**config.mk**
```make
export PLATFORM = sky130hd
export DESIGN_NAME = branch_redirect_ctrl
export DESIGN_NICKNAME = d
export VERILOG_FILES = /design/src/rtl/branch_redirect_ctrl_pkg.sv /design/src/rtl/branch_redirect_ctrl_counters.sv /design/src/rtl/branch_redirect_ctrl.sv
export SDC_FILE = /design/constraint.sdc
export NUM_CORES = 1
export LEC_CHECK = 0
export ABC_CLOCK_PERIOD_IN_PS = 2100
export BUFFER_PORTS_ARGS = -buffer_cell sky130_fd_sc_hd__buf_2
export CAP_MARGIN = 20
export CORE_ASPECT_RATIO = 1.75
export CORE_UTILIZATION = 51
export CTS_CLUSTER_SIZE = 14
export DETAILED_ROUTE_END_ITERATION = 8
export GPL_ROUTABILITY_DRIVEN = 0
export MAX_ROUTING_LAYER = met4
export PLACE_DENSITY = 0.85
export SYNTH_ARGS = -nofsm -noshare
export SYNTH_HDL_FRONTEND = slang
export SYNTH_SLANG_ARGS = --single-unit
```
**constraint.sdc**
```tcl
create_clock -name clk -period 2.1 [get_ports clk]
set_clock_uncertainty 0.1 [all_clocks]
set_input_delay 0.315 -clock clk [delete_from_list [all_inputs] [get_ports clk]]
set_output_delay 0.315 -clock clk [all_outputs]
set_load 0.02 [all_outputs]
```
**src/rtl/branch_redirect_ctrl_pkg.sv**
```systemverilog
// Shared definitions for the EX-stage branch redirect sequencer.
// State encoding and the architectural delay-slot fall-through offset.
package branch_redirect_ctrl_pkg;

  typedef enum logic [1:0] {
    IDLE     = 2'b00,
    WAIT_DS  = 2'b01,
    REDIRECT = 2'b10
  } brc_state_e;

  localparam int DELAY_SLOT_OFFSET = 8;

endpackage

```
**src/rtl/branch_redirect_ctrl_counters.sv**
```systemverilog
// Resolved-branch and mispredict performance counters.
// Both wrap modulo 2^CNT_W; en drops all updates during an exception flush.
module branch_perf_counters #(
  parameter int CNT_W = 32
) (
  input  logic             clk,
  input  logic             rst,
  input  logic             en,
  input  logic             inc_branch,
  input  logic             inc_mispred,
  output logic [CNT_W-1:0] branch_cnt,
  output logic [CNT_W-1:0] mispred_cnt
);

  always_ff @(posedge clk) begin
    if (rst) begin
      branch_cnt  <= '0;
      mispred_cnt <= '0;
    end else if (en) begin
      if (inc_branch)
        branch_cnt <= branch_cnt + 1'b1;
      if (inc_mispred)
        mispred_cnt <= mispred_cnt + 1'b1;
    end
  end

endmodule

```
**src/rtl/branch_redirect_ctrl.sv**
```systemverilog
// EX-stage branch resolution: schedules the fetch redirect after the
// delay slot, pulses BHT updates and counts branches/mispredicts.
module branch_redirect_ctrl
  import branch_redirect_ctrl_pkg::*;
#(
  parameter int PC_W  = 32,
  parameter int CNT_W = 32
) (
  input  logic             clk,
  input  logic             rst,
  input  logic             branchE,
  input  logic             stallE,
  input  logic             actual_takeE,
  input  logic             pred_takeE,
  input  logic [PC_W-1:0]  pc_branchE,
  input  logic [PC_W-1:0]  targetE,
  input  logic             ds_validD,
  input  logic             flush_exceptionM,
  input  logic             redirect_ready,
  output logic             redirect_valid,
  output logic [PC_W-1:0]  redirect_pc,
  output logic             flush_fetchF,
  output logic             stall_reqE,
  output logic             bht_upd_valid,
  output logic [PC_W-1:0]  bht_upd_pc,
  output logic             bht_upd_taken,
  output logic [CNT_W-1:0] branch_cnt,
  output logic [CNT_W-1:0] mispred_cnt
);

  brc_state_e      state;
  logic [PC_W-1:0] pc_q;
  logic [PC_W-1:0] fix_pc;
  logic            resolve;
  logic            mispred;
  logic            handshake;

  assign resolve   = branchE & ~stallE & ~flush_exceptionM
                   & (state == IDLE);
  assign mispred   = actual_takeE ^ pred_takeE;
  assign fix_pc    = actual_takeE ? targetE
                   : pc_branchE + PC_W'(DELAY_SLOT_OFFSET);

  assign redirect_valid = (state == REDIRECT);
  assign handshake      = redirect_valid & redirect_ready;
  assign flush_fetchF   = handshake;
  assign stall_reqE     = (state != IDLE);
  assign redirect_pc    = pc_q;

  always_ff @(posedge clk) begin
    if (rst) begin
      state         <= IDLE;
      pc_q          <= '0;
      bht_upd_valid <= 1'b0;
      bht_upd_pc    <= '0;
      bht_upd_taken <= 1'b0;
    end else begin
      bht_upd_valid <= resolve;
      if (resolve) begin
        bht_upd_pc    <= pc_branchE;
        bht_upd_taken <= actual_takeE;
      end
      // The exception path owns fetch: drop any pending redirect.
      if (flush_exceptionM) begin
        state <= IDLE;
        pc_q  <= '0;
      end else begin
        unique case (state)
          IDLE: begin
            if (resolve && mispred) begin
              pc_q  <= fix_pc;
              state <= ds_validD ? REDIRECT : WAIT_DS;
            end
          end
          WAIT_DS: begin
            if (ds_validD)
              state <= REDIRECT;
          end
          REDIRECT: begin
            if (handshake)
              state <= IDLE;
          end
          default: state <= IDLE;
        endcase
      end
    end
  end

  branch_perf_counters #(
    .CNT_W(CNT_W)
  ) u_cnt (
    .clk        (clk),
    .rst        (rst),
    .en         (~flush_exceptionM),
    .inc_branch (resolve),
    .inc_mispred(resolve & mispred),
    .branch_cnt (branch_cnt),
    .mispred_cnt(mispred_cnt)
  );

endmodule

```
==> impl_summary.md, run 1 <==
Critical path
Data on the critical path arrives at its endpoint at ~2300 ps. STA classifies the critical path endpoint as a register. By startpoint and endpoint, the worst setup path is classified as register to register. The startpoint class of the critical path is a register.

On the worst path, the slowest cell contributes a delay of around 340 ps. The critical path data required time is approximately 2300 ps. Across all register-to-register paths, the minimum setup slack is approximately 47 ps. The critical path goes through buf_4, nor4b_4, and4_4, nand4_4, buf_6, or3_1, a21oi_2.

On the critical path, the stage with the largest delay is an instance of sky130_fd_sc_hd__dfxtp_2. The critical-path maximum fanout is 10.

Final layout
At the end of the flow the core is filled with cells to between 70% and 80%. The number of inserted diodes is 0. The final-layout fill cell count is approximately 1000. The final instance count without filler cells is around 1.2k. After the last flow step, the layout net total stands at around 1.1k.

The share of final-layout standard cells stronger than drive strength 1 is between 30% and 40%. The area growth from synthesis to layout is 34.5%.

Die
The die covers 13000 um^2. The core area is 12100 um^2. The vertical die dimension is 150 um. The floorplan step set the die width to between 80 and 90 um. The count of pins on the block boundary is between 200 and 250. Once the floorplan was initialized, standard cells occupied between 50% and 60% of the core.

The number of placement rows is 53.

Route
Dividing the detail-routed wire length by the instance count gives 16.1 um. In the routed design, unresolved DRC markers number 0. The detail route stage leaves a number of antenna-violating nets equal to 0. The via-per-instance ratio is about 5.6. The number of optimization iterations in the first detailed-route pass is 5. For this block, the initial DRC count from the detailed router was 322.

The via count of the routed design is about 6.6k. Summed over all layers, the routed wires come to ~19000 um.

Clocking
The number of CTS-inserted buffers is 17. The CTS H-tree depth is 4. The maximum clock path buffer count is 2. The tree is rooted in a sky130_fd_sc_hd__clkbuf_16. After clock tree synthesis, the clock-pin slew on the worst setup and hold paths is around 60 ps. For the worst-skew pair, the clock arrives at the later sink with an insertion delay of between 400 and 500 ps.

The TritonCTS clock tree is built. For this design, the sink count on the clock tree is between 100 and 150.

Place
The cell count after placement is approximately 1.1k. The estimated wirelength of the detail-placed design is 13500 um. Port buffering added roughly 210 buffers.

Power
The peak supply drop is 0.000561 V. The relative contribution of the clock network to total power is 50.7%. The power density of the placed cells is between 700 and 800 nW/um^2. The combinational share of power is about 7.9%. The overall power consumption is around 6.2 mW. The net switching power is 1.43 mW.

The internal power contribution is between 4 and 5 mW. The sequential share of power is 41.5%. Of the total power, the share spent switching nets is 23.2%.

For this design the static power due to leakage is around 3.6 nW.

Yosys
The number of nets in the synthesized netlist is between 800 and 900. The top cell type by total area after synthesis is sky130_fd_sc_hd__dfxtp_1. The netlist uses 56 different library cells.

The cell with the most instances after synthesis is sky130_fd_sc_hd__dfxtp_1. For this run, the leading register cell type out of synthesis is sky130_fd_sc_hd__dfxtp_1. In this run the mean area of a mapped cell was roughly 8.3 um^2. The number of warning messages in the yosys log is 0. By area the synthesized netlist is led by sky130_fd_sc_hd__dfxtp_1 (41%), sky130_fd_sc_hd__nand2_1 (6.1%), sky130_fd_sc_hd__xnor2_1 (5.9%), sky130_fd_sc_hd__a21oi_1 (4.9%), sky130_fd_sc_hd__nor2_1 (3.8%). The proportion of synthesized flip-flops having asynchronous set or reset is 0%. The synthesized design contains 0 enable-type register cells. The area of the mapped netlist is approximately 6400 um^2. The portion of synthesized cell area occupied by the leading cell type is between 40 and 50%. By count the netlist is led by sky130_fd_sc_hd__dfxtp_1 (132), sky130_fd_sc_hd__nand2_1 (103), sky130_fd_sc_hd__nor2_1 (64), sky130_fd_sc_hd__a21oi_1 (63), sky130_fd_sc_hd__xnor2_1 (43). Sequential cells were found to cover approximately two fifths of the synthesized design area.

After synthesis the netlist holds a flip-flop and latch count of 132. The gate count of the mapped netlist is between 700 and 800.

Timing
Setup repair after global routing could not meet its margin everywhere. Setup violations remaining at the end of the flow were counted as 0. The max-slew violation total from the final report is 0. For the pin with the worst max-slew slack, the measured transition is between 500 and 600 ps. Subtracting the final worst setup slack from the clock period gives about 2000 ps. The number of endpoints with negative hold slack in the final report is 0. The total negative slack is 0 ps.

The worst slack on hold paths is around 54 ps. The highest clock frequency the design can meet is 487 MHz. The worst pin sits at a relative slew slack of ~64%. The final critical path takes up between 90% and 100% of the cycle.

Global route
The global-route wire length before repair is 29500 um. Summed over all layers, the global routing overflow is 0. The initial antenna violation count is 0. The number of global-route vias before repair is between 6k and 7k. Global routing used 29.9% of the available tracks. The pin count of the biggest net entering global routing is between 100 and 150.

Flow run
The number of max-cap violations is 0.

Hold path
The worst min-delay path category is input port to register.

Run status
The run finished with clean final reports.
-- kinds of logic (layout without fill, tap and decap cells) --
| kind of cell | count (synthesis) | count (layout) | share of synthesized area [%] |
|---|---|---|---|
| AO/OA/AOI/OAI | 148 | 148 | 14.3 |
| XOR/XNOR | 68 | 68 | 9.34 |
| adder cells (fa/ha/maj) | 3 | 3 | 0.589 |
| buffers and inverters | 67 | 310 | 4.34 |
| flip-flops | 132 | 132 | 41.4 |
| multiplexers | 8 | 8 | 1.30 |
| AND/OR/NAND/NOR | 346 | 346 | 28.7 |
-- registers in the layout, summed over array words and instances (netlist names) --
name and flops:
state 2, bht_upd_valid 1, u_cnt.branch_cnt 32, bht_upd_taken 1, redirect_pc 32, bht_upd_pc 32, u_cnt.mispred_cnt 32
-- cell usage in the layout, fill, tap and decap left out, types with 4 or more instances in the layout --
master / n
sky130_fd_sc_hd__nand3_1: 41
sky130_fd_sc_hd__dfxtp_1: 131
sky130_fd_sc_hd__xor2_1: 25
sky130_fd_sc_hd__buf_12: 5
sky130_fd_sc_hd__o31ai_1: 4
sky130_fd_sc_hd__and3_1: 13
sky130_fd_sc_hd__clkbuf_16: 17
sky130_fd_sc_hd__nor3_1: 15
sky130_fd_sc_hd__bufinv_16: 4
sky130_fd_sc_hd__inv_1: 15
sky130_fd_sc_hd__nor2_1: 63
sky130_fd_sc_hd__buf_2: 204
sky130_fd_sc_hd__a21oi_1: 60
sky130_fd_sc_hd__o21ai_1: 17
sky130_fd_sc_hd__nor4_1: 15
sky130_fd_sc_hd__nand4_1: 32
sky130_fd_sc_hd__and4_1: 11
sky130_fd_sc_hd__a22o_1: 15
sky130_fd_sc_hd__nand2_1: 103
sky130_fd_sc_hd__nor2b_1: 6
sky130_fd_sc_hd__and2_1: 5
sky130_fd_sc_hd__or3_1: 13
sky130_fd_sc_hd__clkinv_2: 4
sky130_fd_sc_hd__a211oi_1: 6
sky130_fd_sc_hd__o21ai_0: 16
sky130_fd_sc_hd__or4_1: 5
sky130_fd_sc_hd__xnor2_1: 43
sky130_fd_sc_hd__buf_4: 50
sky130_fd_sc_hd__mux2i_1: 6
sky130_fd_sc_hd__a32oi_1: 11
-- worst paths after layout --
kind / to / cells past startpoint / start
max: u_cnt.mispred_cnt[21] / 7 / state[0]
min: bht_upd_pc[2] / 3 / pc_branchE[2]
min reg2reg: redirect_pc[8] / 2 / redirect_pc[8]
max reg2reg: u_cnt.mispred_cnt[21] / 7 / state[0]
-- power by group through the flow --
stage	registers, mW	clock network, mW	logic (mW)
5_1_grt	2.56	3.29	0.522
2_1_floorplan	2.65	0	0.208
4_1_cts	2.55	3.17	0.482
3_3_place_gp	2.61	0	0.472
6_report	2.56	3.12	0.485
3_5_place_dp	2.61	0	0.476
-- critical path, delay by kind of cell (launching register included) --
kind	cells	cell delay, ps
AND/OR/NAND/NOR	4	1070
buffers and inverters	2	330
flip-flops	1	340
AO/OA/AOI/OAI	1	150
-- metal layers --
layer  global-route usage, %  up-vias  wire length (um)
met1                    29.8     3049              7010
met3                    6.07       53               982
met4                    16.5        0               695
met5                       -        -                 0
met2                    53.5      254             10300
li1                        -     3215                 -
-- metrics by stage --
step                instance area (um^2)  worst slack, ps
finish                              8570             47.0
global route                        8570            -22.0
CTS                                 8540             21.6
detailed placement                  7880             -105
global placement                    7880             -102
floorplan                           6380             24.1
-- repair_timing --
action                                  4_1_cts  5_1_grt
hold buffers                                  1        0
pin swaps                                     1        4
endpoints found under the setup margin       41       31
buffers inserted                              0        1
resized for setup                             6        8
hold endpoints to repair                      1        0
-- final cells by class --
type / instances / area, um^2 / share of cell area (%)
Tap cell: 165 / 206 / 2.41
Timing Repair Buffer: 263 / 1540 / 18.0
Clock buffer: 18 / 439 / 5.12
Sequential cell: 132 / 2640 / 30.8
Clock inverter: 13 / 183 / 2.13
Inverter: 16 / 60.1 / 0.700
Multi-Input combinational cell: 573 / 3500 / 40.8
No activity file was read; power rests on OpenSTA's default activity.
==> run 2, diff against run 1 <==
--- a/config.mk
+++ b/config.mk
@@ -14,7 +14,7 @@
 export DETAILED_ROUTE_END_ITERATION = 8
 export GPL_ROUTABILITY_DRIVEN = 0
 export MAX_ROUTING_LAYER = met4
-export PLACE_DENSITY = 0.85
+export PLACE_DENSITY = 0.91
 export SYNTH_ARGS = -nofsm -noshare
 export SYNTH_HDL_FRONTEND = slang
 export SYNTH_SLANG_ARGS = --single-unit
==> impl_summary.md, run 2 (same netlist as run 1, synthesis figures left out) <==
Route
The via-per-instance ratio is 5.69 (+2.1%). The number of antenna-violating nets in the routed design is 0 (unchanged). The residual DRC count is 0 (unchanged).

The routed wirelength normalized by instance count is 16.6 um (+3.2%). The count of routing violations after the opening detailed-route iteration was 303 (-5.9%). The via count of the routed design is 6733 (+2.5%). The sum of routed wire length over all layers was 19600 um (+3.6%). The number of optimization iterations in the first detailed-route pass is 5 (unchanged).

Final layout
The multi-input gate area in the final layout is 3570 um^2 (+2.1%). The finished layout cell area is 8630 um^2 (+0.70%). The number of nets at the end of the flow is 1081 (+0.19%). The area added between synthesis and finish is 35.4%. The final-layout fill cell count was 930 (-6.3%). Leaving out fill and tap cells, the most frequent cell in the layout is sky130_fd_sc_hd__buf_2. The final instance count without filler cells is 1184 (+0.34%).

Leaving out fill and tap cells, the most frequent cells in the layout are sky130_fd_sc_hd__buf_2 (206), sky130_fd_sc_hd__dfxtp_1 (130), sky130_fd_sc_hd__nand2_1 (103), sky130_fd_sc_hd__nor2_1 (62), sky130_fd_sc_hd__a21oi_1 (61). The area taken by flip-flops and latches is 2650 um^2 (+0.14%). The share of final-layout standard cells stronger than drive strength 1 is 32.7% (+1.3 points). The final core utilization is 71.5% (+0.50 points).

Clocking
The CTS H-tree depth is 4 (unchanged). The number of CTS-inserted buffers is 17 (unchanged). TritonCTS built the clock tree.

The number of sinks driven by the clock tree is 132 (unchanged). The insertion delay to the later sink of the worst-skew pair is 420 ps (about the same). The maximum clock path buffer count came to 2 (unchanged). Clock tree synthesis selected as its root buffer the cell sky130_fd_sc_hd__clkbuf_16. The clock-pin transition on the worst setup and hold timing paths was 60 ps (about the same).

Die
The full die area came to 13000 um^2 (unchanged). The count of pins on the block boundary is 206 (unchanged). The number of placement rows is 53 (unchanged). The core area is 12100 um^2 (unchanged). The initial core utilization was 52.8% (unchanged). The horizontal die dimension is 86.5 um (unchanged). The vertical die dimension was 150 um (unchanged).

Global route
The initial antenna violation count is 1 (+1). The number of global-route vias before repair was 6470 (+2.4%). The global-route wire length before repair is 30200 um (+2.6%). The overall fraction of global-route tracks in use is 30.7% (+0.80 points). The pin count of the biggest net entering global routing is 40 (-61%).

The total congestion overflow is 0 (unchanged).

Place
The cell count after placement was 1144 (-0.26%). The worst slack at placement is -101 ps (+3.94 ps). The placed instance area is 7830 um^2 (-0.60%).

The quantity of I/O buffers inserted on ports is 205 (unchanged). The estimated wirelength of the detail-placed design is 13800 um (+2.9%).

Critical path
The reg-to-reg setup timing slack is -7 ps (-50 ps). The slowest cell on the critical path is sky130_fd_sc_hd__or4b_4. STA classifies the critical path startpoint as a register. The kind of cell with the highest combined delay along the critical path is simple AND/OR/NAND/NOR gates. The critical-path maximum fanout is 8 (-2). The kind of critical path is register to register. STA classifies the critical path endpoint as a register. The maximum cell stage delay along the critical path is 570 ps (+230 ps).

The data arrival time of the critical path came to 2300 ps (about the same). The critical path data required time is 2290 ps (-50 ps). The worst path buffer plus inverter count is 1 (-1). Walking the worst path, the cells encountered are or4b_4, nor3_4, buf_6, nand4_1, xor2_1, nor2_1.

Timing
The pin slew with the least headroom to its limit is 631 ps (+98.7 ps). The relative slew slack is 57.6% (-6.6 points). The highest clock frequency the design can meet is 475 MHz (-2.5%). The max-slew violation total from the final report came to 0 (unchanged).

The number of endpoints with negative hold slack in the final report is 0 (unchanged). The share of the clock period used by the worst path is 100% (+2.6 points). The least setup slack across all paths after layout is -6.60 ps (-53.6 ps).

The final critical path time including I/O delays and setup came to 2110 ps (+53.6 ps). Setup repair after global routing could not meet its margin everywhere. The total negative slack is -6.60 ps (-6.60 ps). The total of endpoints with negative setup slack in the final report was 1 (+1).

Power
The static power due to leakage is 3.63 nW (-0.27%). The power density of the placed cells is 708 nW/um^2 (-1.6%). The peak supply drop is 0.000528 V (-5.9%).

Run status
The checks that failed: setup timing. The run finished, with violations left.

Flow run
The number of max-cap violations came to 0 (unchanged).

Hold path
The worst min-delay path category is input port to register.
## run 2: through the flow
| stage | hold slack (ps) | power (mW) |
|---|---|---|
| after floorplan | 294 | 2.85 |
| final | 49.5 | 6.11 |
| after detailed placement | 343 | 3.08 |
| after global placement | 336 | 3.08 |
| after global routing | 42.6 | 6.31 |
| after CTS | 43.0 | 6.12 |
## run 2: where the power goes
| group | switching (mW) | leakage, nW | internal, mW |
|---|---|---|---|
| combinational | 0.304 | 2.27 | 0.189 |
| sequential | 0.0187 | 1.07 | 2.54 |
| clock | 1.13 | 0.292 | 1.93 |
| total | 1.46 | 3.63 | 4.65 |
## run 2: final timing paths
check                  from              endpoint  cells past startpoint
min reg2reg  bht_upd_pc[27]        bht_upd_pc[27]                      2
min           pc_branchE[0]         bht_upd_pc[0]                      3
max                state[0]  u_cnt.branch_cnt[23]                      6
max reg2reg        state[0]  u_cnt.branch_cnt[23]                      6
## run 2: area by class of cell
type	count	share of cell area, %
Tap cell	165	2.39
Inverter	16	0.696
Multi-Input combinational cell	573	41.4
Sequential cell	132	30.7
Clock inverter	12	1.78
Timing Repair Buffer	265	17.8
Antenna cell	1	0.0290
Clock buffer	20	5.29
## run 2: worst min-delay path, stage by stage
cell	delay [ps]
sky130_fd_sc_hd__buf_2	100
sky130_fd_sc_hd__nand2_1	50
sky130_fd_sc_hd__a21oi_1	50
## run 2: routing by layer
layer  global-route usage [%]  vias to the layer above  wire [um]
met4                     18.0                        0        955
met2                     54.2                      260      10700
met5                        -                        -          0
met1                     31.4                     3178       7120
met3                     5.24                       75        889
li1                         -                     3220          -
## run 2: repair_timing
| item | in CTS | in global routing |
|---|---|---|
| pin swaps | 3 | 14 |
| gates resized for setup | 14 | 19 |
| hold endpoints to repair | 1 | 0 |
| hold buffers | 1 | 0 |
| setup buffers | 1 | 4 |
| setup endpoints to repair | 23 | 34 |
| cloned | 0 | 2 |
==> run 3, diff against run 2 <==
--- a/config.mk
+++ b/config.mk
@@ -14,7 +14,7 @@
 export DETAILED_ROUTE_END_ITERATION = 8
 export GPL_ROUTABILITY_DRIVEN = 0
 export MAX_ROUTING_LAYER = met4
-export PLACE_DENSITY = 0.91
+export PLACE_DENSITY = 0.8
 export SYNTH_ARGS = -nofsm -noshare
 export SYNTH_HDL_FRONTEND = slang
 export SYNTH_SLANG_ARGS = --single-unit
==> impl_summary.md, run 3 (same netlist as run 1, synthesis figures left out) <==
Critical path
The worst setup path is of the register to register kind. STA classifies the critical path startpoint as a register. The critical-path maximum fanout was 6 (-2). The data arrival time of the critical path came to 2250 ps (-50 ps).

Walking the worst path, the cells encountered are nor4b_4, and4_4, nand4_2, buf_4, or3_1, a21oi_1. The endpoint type of the worst setup path is a register. The critical path data required time is 2340 ps (+50 ps). On the critical path, the stage with the largest delay is an instance of sky130_fd_sc_hd__dfxtp_4. The maximum cell stage delay along the critical path is 360 ps (-210 ps).

Clocking
The master cell of the clock root buffer is sky130_fd_sc_hd__clkbuf_16. TritonCTS built the clock tree. The insertion delay to the later sink of the worst-skew pair is 410 ps (about the same). The number of CTS-inserted buffers was 17 (unchanged).

The number of sinks driven by the clock tree came to 132 (unchanged). The clock-pin transition on the worst setup and hold timing paths is 60 ps (about the same). The maximum clock path buffer count is 2 (unchanged). The CTS H-tree depth was 4 (unchanged).

Timing
The total negative slack is 0 ps (+6.60 ps). The relative slew slack is 67.5% (+9.9 points). The final critical path time including I/O delays and setup is 2010 ps (-96.2 ps). The max-slew violation total from the final report is 0 (unchanged). The highest clock frequency the design can meet is 497 MHz (+4.8%). The worst slack on hold paths is 46.5 ps (-2.95 ps). Setup repair after global routing left no endpoint under its margin. The least setup slack across all paths after layout is 89.6 ps (+96.2 ps). The share of the clock period used by the worst path is 95.7% (-4.6 points). The pin slew with the least headroom to its limit is 484 ps (-147 ps). The number of endpoints with negative hold slack in the final report is 0 (unchanged). The total of endpoints with negative setup slack in the final report is 0 (-1).

Die
The vertical die dimension is 150 um (unchanged). The core area is 12100 um^2 (unchanged). The horizontal die dimension is 86.5 um (unchanged). The full die area is 13000 um^2 (unchanged). The count of pins on the block boundary is 206 (unchanged). The initial core utilization came to 52.8% (unchanged). The number of placement rows came to 53 (unchanged).

Route
The via count of the routed design is 6740 (+0.10%). The count of routing violations after the opening detailed-route iteration is 331 (+9.2%). The sum of routed wire length over all layers is 19500 um (-0.91%).

The routed wirelength normalized by instance count came to 16.4 um (-0.91%). The number of antenna-violating nets in the routed design is 0 (unchanged). The via-per-instance ratio came to 5.69 (+0.10%). The number of optimization iterations in the first detailed-route pass is 5 (unchanged).

The residual DRC count is 0 (unchanged).

Place
The placed instance area is 7900 um^2 (+0.80%). The estimated wirelength of the detail-placed design is 13800 um (-0.12%). The worst slack at placement is -80.3 ps (+20.5 ps). The quantity of I/O buffers inserted on ports is 205 (unchanged). The cell count after placement is 1149 (+0.44%).

Final layout
The final instance count without filler cells came to 1184 (unchanged). Compared with the post-synthesis result, the final layout area differs by 35.0%. The most common library cell in the layout ignoring fill and taps is sky130_fd_sc_hd__buf_2.

The multi-input gate area in the final layout is 3500 um^2 (-2.0%). The share of final-layout standard cells stronger than drive strength 1 was 31.4% (-1.3 points). The final core utilization is 71.3% (-0.22 points). The number of inserted diodes is 0 (-1). The number of nets at the end of the flow is 1082 (+0.093%).

The finished layout cell area is 8610 um^2 (-0.30%). In the layout the commonest cells are sky130_fd_sc_hd__buf_2 (204), sky130_fd_sc_hd__dfxtp_1 (130), sky130_fd_sc_hd__nand2_1 (103), sky130_fd_sc_hd__nor2_1 (63), sky130_fd_sc_hd__a21oi_1 (63). The final-layout fill cell count was 1030 (+11%). The area taken by flip-flops and latches was 2650 um^2 (about the same).

Power
The peak supply drop is 0.000547 V (+3.6%). The static power due to leakage came to 3.66 nW (+0.87%). The power density of the placed cells is 713 nW/um^2 (+0.80%). The overall power consumption came to 6.14 mW (+0.49%).

Global route
The global-route wire length before repair is 30300 um (+0.25%). The pin count of the biggest net entering global routing is 103 (+160%). The total congestion overflow is 0 (unchanged).

The initial antenna violation count came to 0 (-1). The overall fraction of global-route tracks in use is 30.8% (+0.12 points). The number of global-route vias before repair is 6460 (-0.15%).

Run status
The run finished with clean final reports.

Flow run
The number of max-cap violations is 0 (unchanged).

Hold path
The worst min-delay path category is input port to register.
-- run 3: worst paths after layout --
check	from	end	slack (ps)	cells after the start
worst min register to register	bht_upd_taken	bht_upd_taken	350	2
worst max register to register	state[0]	u_cnt.mispred_cnt[23]	90	6
worst min-delay path	pc_branchE[0]	bht_upd_pc[0]	50	3
worst max-delay path	state[0]	u_cnt.mispred_cnt[23]	90	6
-- run 3: critical path, delay by kind of cell (launching register included) --
family / cells / cell delay [ps]
flip-flops: 1 / 360
AND/OR/NAND/NOR: 4 / 1130
buffers and inverters: 1 / 210
AO/OA/AOI/OAI: 1 / 130
-- run 3: cell type report --
cell class | count | area share, %
multi-input cells | 573 | 40.7
flip-flops and latches | 132 | 30.8
repair buffers | 266 | 18.2
clock buffers | 21 | 5.47
well taps | 165 | 2.40
clock inverters | 11 | 1.74
inverters | 16 | 0.698
-- run 3: power by group --
group / total (mW) / internal (mW) / switching (mW) / leakage (nW)
clock network: 3.09 / 1.97 / 1.13 / 0.300
logic: 0.493 / 0.191 / 0.301 / 2.29
registers: 2.55 / 2.53 / 0.0195 / 1.07
total: 6.14 / 4.69 / 1.45 / 3.66
-- run 3: repair_timing --
action                     4_1_cts  5_1_grt
hold endpoints to repair         1        0
resized for setup               10        8
setup buffers                    3        0
hold buffers                     1        0
setup endpoints to repair       14       21
pin swaps                        5        6
-- run 3: metal layers --
metal,track usage (%),part of all wire (%),wire length [um]
met1,30.6,36,7030
met2,56.5,55,10700
met3,5.96,5.0,966
met4,15.0,3.8,731
met5,-,0,0
